==> src/rtl/branch_resolve_predictor.sv <==
// Fetch-side BTB predictor with 2-bit counters.
// Resolves against ID, trains the table and raises a registered redirect.
module branch_resolve_predictor #(
    parameter int IDX_BITS = 4
) (
    input  logic        CLK,
    input  logic        RESET,
    input  logic [31:0] Fetch_PC_IN,
    input  logic        Fetch_Valid_IN,
    input  logic        FREEZE_IN,
    output logic        Pred_Taken_OUT,
    output logic [31:0] Pred_Target_OUT,
    input  logic        ID_Valid_IN,
    input  logic [31:0] ID_PC_IN,
    input  logic [31:0] ID_Fallthrough_PC_IN,
    input  logic        is_branch,
    input  logic        is_taken,
    input  logic [31:0] Alt_PC,
    output logic        Mispredict_OUT,
    output logic [31:0] Correct_PC_OUT,
    output logic [31:0] Branch_Count_OUT,
    output logic [31:0] Mispredict_Count_OUT
);

    localparam int N  = 1 << IDX_BITS;
    localparam int TW = 30 - IDX_BITS;

    logic          valid_q [N];
    logic [TW-1:0] tag_q   [N];
    logic [31:0]   tgt_q   [N];
    logic [1:0]    ctr_q   [N];

    logic          inf_v_q;
    logic [31:0]   inf_pc_q;
    logic          inf_pt_q;
    logic [31:0]   inf_ptgt_q;

    logic          mis_q;
    logic [31:0]   cpc_q;
    logic [31:0]   bcnt_q;
    logic [31:0]   mcnt_q;

    logic [IDX_BITS-1:0] f_idx;
    logic [TW-1:0]       f_tag;
    logic                f_hit;
    logic [IDX_BITS-1:0] id_idx;
    logic [TW-1:0]       id_tag;
    logic                id_hit;

    logic        resolve;
    logic        eff_pt;
    logic [31:0] eff_ptgt;
    logic        mis_d;
    logic [31:0] cpc_d;
    logic        capture;

    assign f_idx  = Fetch_PC_IN[IDX_BITS+1:2];
    assign f_tag  = Fetch_PC_IN[31:IDX_BITS+2];
    assign f_hit  = valid_q[f_idx] && (tag_q[f_idx] == f_tag);
    assign id_idx = ID_PC_IN[IDX_BITS+1:2];
    assign id_tag = ID_PC_IN[31:IDX_BITS+2];
    assign id_hit = valid_q[id_idx] && (tag_q[id_idx] == id_tag);

    assign Pred_Taken_OUT  = f_hit && ctr_q[f_idx][1];
    assign Pred_Target_OUT = Pred_Taken_OUT ? tgt_q[f_idx] : 32'd0;

    assign resolve = ID_Valid_IN && !FREEZE_IN;

    // Prediction only counts if it was made for this exact instruction
    always_comb begin
        eff_pt   = 1'b0;
        eff_ptgt = 32'd0;
        if (inf_v_q && (inf_pc_q == ID_PC_IN)) begin
            eff_pt   = inf_pt_q;
            eff_ptgt = inf_ptgt_q;
        end
    end

    always_comb begin
        mis_d = 1'b0;
        if (resolve) begin
            if (is_branch)
                mis_d = (is_taken != eff_pt) || (is_taken && (Alt_PC != eff_ptgt));
            else
                mis_d = eff_pt;
        end
        cpc_d = (is_taken && is_branch) ? Alt_PC : ID_Fallthrough_PC_IN;
    end

    assign capture = Fetch_Valid_IN && !FREEZE_IN && !mis_q;

    always_ff @(posedge CLK) begin
        if (RESET) begin
            for (int i = 0; i < N; i++) begin
                valid_q[i] <= 1'b0;
                tag_q[i]   <= '0;
                tgt_q[i]   <= 32'd0;
                ctr_q[i]   <= 2'b01;
            end
        end else if (resolve) begin
            if (is_branch) begin
                if (id_hit) begin
                    if (is_taken) begin
                        ctr_q[id_idx] <= (ctr_q[id_idx] == 2'b11) ? 2'b11 : ctr_q[id_idx] + 2'd1;
                        tgt_q[id_idx] <= Alt_PC;
                    end else begin
                        ctr_q[id_idx] <= (ctr_q[id_idx] == 2'b00) ? 2'b00 : ctr_q[id_idx] - 2'd1;
                    end
                end else if (is_taken) begin
                    valid_q[id_idx] <= 1'b1;
                    tag_q[id_idx]   <= id_tag;
                    tgt_q[id_idx]   <= Alt_PC;
                    ctr_q[id_idx]   <= 2'b10;
                end
            end else if (id_hit && eff_pt) begin
                valid_q[id_idx] <= 1'b0;
            end
        end
    end

    always_ff @(posedge CLK) begin
        if (RESET) begin
            inf_v_q    <= 1'b0;
            inf_pc_q   <= 32'd0;
            inf_pt_q   <= 1'b0;
            inf_ptgt_q <= 32'd0;
            mis_q      <= 1'b0;
            cpc_q      <= 32'd0;
            bcnt_q     <= 32'd0;
            mcnt_q     <= 32'd0;
        end else begin
            // A redirect flushes whatever fetch issued down the wrong path
            if (mis_d) begin
                inf_v_q <= 1'b0;
            end else if (capture) begin
                inf_v_q    <= 1'b1;
                inf_pc_q   <= Fetch_PC_IN;
                inf_pt_q   <= Pred_Taken_OUT;
                inf_ptgt_q <= Pred_Target_OUT;
            end
            mis_q <= mis_d;
            if (mis_d)
                cpc_q <= cpc_d;
            if (resolve && is_branch)
                bcnt_q <= bcnt_q + 32'd1;
            if (mis_d)
                mcnt_q <= mcnt_q + 32'd1;
        end
    end

    assign Mispredict_OUT       = mis_q;
    assign Correct_PC_OUT       = cpc_q;
    assign Branch_Count_OUT     = bcnt_q;
    assign Mispredict_Count_OUT = mcnt_q;

endmodule

==> config.mk <==
export PLATFORM = sky130hd
export DESIGN_NAME = branch_resolve_predictor
export DESIGN_NICKNAME = d
export VERILOG_FILES = /design/src/rtl/branch_resolve_predictor.sv
export SDC_FILE = /design/constraint.sdc
export NUM_CORES = 2
export LEC_CHECK = 0
export BUFFER_PORTS_ARGS = -buffer_cell sky130_fd_sc_hd__buf_2
export CAP_MARGIN = 20
export CORE_MARGIN = 2
export CORE_UTILIZATION = 51
export CTS_CLUSTER_DIAMETER = 80
export DETAILED_ROUTE_END_ITERATION = 8
export GPL_TIMING_DRIVEN = 0
export PLACE_DENSITY = 0.65
export SETUP_SLACK_MARGIN = 0.1
export SYNTH_ARGS = -nofsm -noshare
export SYNTH_HDL_FRONTEND = slang
export SYNTH_SLANG_ARGS = --single-unit
==> constraint.sdc <==
create_clock -name CLK -period 6.9 [get_ports CLK]
set_clock_uncertainty 0.15 [all_clocks]
set_input_delay 1.38 -clock CLK [delete_from_list [all_inputs] [get_ports CLK]]
set_output_delay 1.38 -clock CLK [all_outputs]
set_load 0.005 [all_outputs]
==> out/results.txt <==
period utilisation layout: 99.4%
grt total ovfl: 0
Synth Cell Area: 56800 µm²
routed length per instance: 35.7 µm
Top FF cell, synth: edfxtp_1
post-synthesis mux area share: 18.1%
highest clock rate: 146 MHz
Nets: 4664
drt total wl: 219 mm
asr flop ratio synth: 0%
H-tree depth: 3
first-pass GRT wire length: 299 mm
leak pwr: 23.8 nW
CTS Buf Count: 117
Internal: 0.0120 W
Clock Power Share: 39.9%
Net Sw Frac: 25.2%
Post-synth EDFFs: 976
Crit. End Element: flop
CTS tree: built
crit path cell chain: clkbuf_1 > clkbuf_1 > clkdlybuf4s15_1 > mux2i_1 > o2bb2ai_1 > mux2i_1 > nand4_1 > nor3_1 > nand4_1 > buf_8 > mux2i_1 > buf_2 > a21o_1
Slew @ Worst Pin: 1.16 ns
max_cap viols: 0
HP Class: flop to flop
pwr/cell area: 249 nW/µm²
pre-CTS setup slack: -1.36 ns
final setup vio count: 0
RSZ-0062 raised after global routing: true
DR DRC count: 0
largest net degree at the start of global routing: 27
Unique masters post-synth: 66
Detailed Routing Iterations Pass 1: 7
complex-gate fraction of the synthesized area: 3.95%
Hold Worst Slack: 0.331 ns
top cell type's share of synthesized area: 51.6%
Die ar.: 114000 µm²
status: finished, final reports clean
area delta synth->final: 13.9%
ratio of cells with drive above 1 in the final layout: 22.9%
final-report max-slew violation count: 0
fillers: 8892
DRT antenna net count: 0
clock slew at reported path FFs: 0.06 ns
main combinational cell family by area after synthesis: multiplexers
Core ar.: 111000 µm²
most used cell, CP: mux2i_1
Starting DRT DRC Count: 6630
crit path kind: input port to flop
Multi-input gate area: 22400 µm²
DP Cell Count: 5886
Die Ht: 338 µm
overall power: 0.0161 W
worst skew pair latency: 0.74 ns
setup ws final: 0.0421 ns
# hold bufs at CTS: 0
Synth Area in XOR/XNOR: 1.84%
routability cong.: 1.05
Critical Path Source Type: input port
Clk Tree Root Cell: clkbuf_16
Synth area leaders: edfxtp_1, mux4_2, dfxtp_1
via count: 41800
Rows: 122
switching pwr: 0.00404 W
Post-Syn Nets: 4263
Post-Synth Simple-Gate Area: 15.3%
Die X: 338 µm
Sink Count: 1139
Final HPWL DP: 159 mm
CTS max path bufs: 3
fin cells: 6122
Max IR drop VDD: 0.209 mV
Critical Path Fanout Max: 10
minimum clock period: 6.86 ns
Avg Cell Area, Syn: 13.8 µm²
IO Port Bufs: 233
critical path arrival: 7.16 ns
Comb pwr share: 10.8%
Ys Warns: 0
largest stage delay on the critical path: 0.85 ns
flops & latches, synth: 1139
I/O pin count: 265
critical path required time: 7.20 ns
Slew HR: 22.8%
DR vias/cell: 6.83
Post-Synth Adder-Cell Area: 0.0441%
part of the power in registers: 49.3%
initial antenna violation count: 18
Final Hold Violating Endpoints: 0
post-synth top area cell: edfxtp_1
Seq/Total Area, Yosys: 57.4%
Crit-path slowest cell: clkdlybuf4s15_1
CP bufs+invs: 5
Synth Instances: 4126
Initial Util: 51.4%
Total GRT Usage: 38.0%
delay-heaviest family, CP: buffers and inverters
Storage cell area: 32600 µm²
vias in the first global route: 39400
[cell type report]
class                   count  share of cell area, %
plain buffers             452                   3.00
clock buffers             159                   5.03
repair buffers            282                   3.01
inverters                  37                  0.215
well taps                1488                   2.88
diodes                      9                 0.0348
clock inverters            58                  0.834
flip-flops and latches   1139                   50.4
multi-input cells        2498                   34.6
[Yosys cell counts (all sizes together), types with 4 or more instances]
cell	count
nor3b	6
o21ai	23
a41oi	4
nand2	74
xor2	60
o21bai	16
a2111oi	8
nor2	254
nor2b	75
dfxtp	163
o22ai	16
edfxtp	976
buf	95
mux4	422
nor4	30
and2	378
a22oi	9
and4	7
a21oi	134
nand4	42
inv	27
or3	8
nand4b	4
nand2b	8
or4	8
mux2	24
nand3	115
a211oi	36
xnor2	59
or2	37
clkbuf	357
nor3	52
and3	428
mux2i	48
a21o	17
o31ai	4
clkinv	10
o211ai	66
[cell families after synthesis]
family | Yosys count
XOR/XNOR | 119
AND/OR/NAND/NOR | 1535
flip-flops | 1139
multiplexers | 494
adder cells (fa/ha/maj) | 2
buffers and inverters | 489
AO/OA/AOI/OAI | 348
[layer usage]
metal	global-route usage [%]	share of wire, %	up-vias
met5	0.596	0.058	-
met4	16.3	4.7	6
met3	15.0	16	542
met2	55.5	43	3517
met1	50.4	36	21100
li1	-	-	16600
[registers in the layout (all words and copies together), names as in the netlist]
register,flops
inf_pt_q,1
inf_v_q,1
Branch_Count_OUT,32
valid_q,16
ctr_q,32
Mispredict_OUT,1
tgt_q,512
Correct_PC_OUT,32
inf_ptgt_q,32
Mispredict_Count_OUT,32
tag_q,416
inf_pc_q,32
[power groups by stage]
stage          clock network (W)  registers [W]  logic [W]
2_1_floorplan                  0        0.00799   0.000951
3_3_place_gp                   0        0.00804    0.00160
3_5_place_dp                   0        0.00805    0.00165
4_1_cts                  0.00639        0.00791    0.00166
5_1_grt                  0.00664        0.00794    0.00176
6_report                 0.00642        0.00792    0.00174
[tightest hold or removal path, cell delays in order, from the launching register on]
cell	delay, ns
dfxtp_1	0.32
nand3_1	0.06
a21oi_1	0.06
[per-stage QoR]
stage / utilization [%] / setup TNS, ns / area [µm²]
after global routing: 58.5 / 0 / 64600
final: 58.5 / 0 / 64600
after detailed placement: 54.7 / -546.50 / 60500
after CTS: 58.3 / 0 / 64500
after global placement: 54.1 / -1308.89 / 59800
after floorplan: - / 0 / 56800
[placed cells by master (no fill, tap or decap), types with 60 or more instances in the layout]
cell,count
a21oi_1,134
clkbuf_1,363
mux4_2,422
clkbuf_16,121
and3_1,428
nand3_1,114
edfxtp_1,976
buf_2,280
nor2_1,252
o211ai_1,66
dfxtp_1,163
nand2_1,74
xor2_1,60
and2_1,377
[worst paths after layout]
kind,cells after the start,slack (ns),endpoint,from
worst max register to register,11,1.84,valid_q[0],tag_q[14][17]
worst min register to register,2,0.33,inf_pc_q[19],inf_pc_q[19]
worst max-delay path,13,0.04,valid_q[0],ID_PC_IN[5]
worst min-delay path,2,0.33,inf_pc_q[19],inf_pc_q[19]
[what timing repair did]
| item | 4_1_cts | 5_1_grt |
|---|---|---|
| setup buffers | 3 | 0 |
| pin swaps | 2 | 0 |
| gates cloned | 0 | 0 |
| gates resized for setup | 63 | 26 |
| endpoints found under the setup margin | 466 | 38 |
Power figures use the tool's default switching activity.
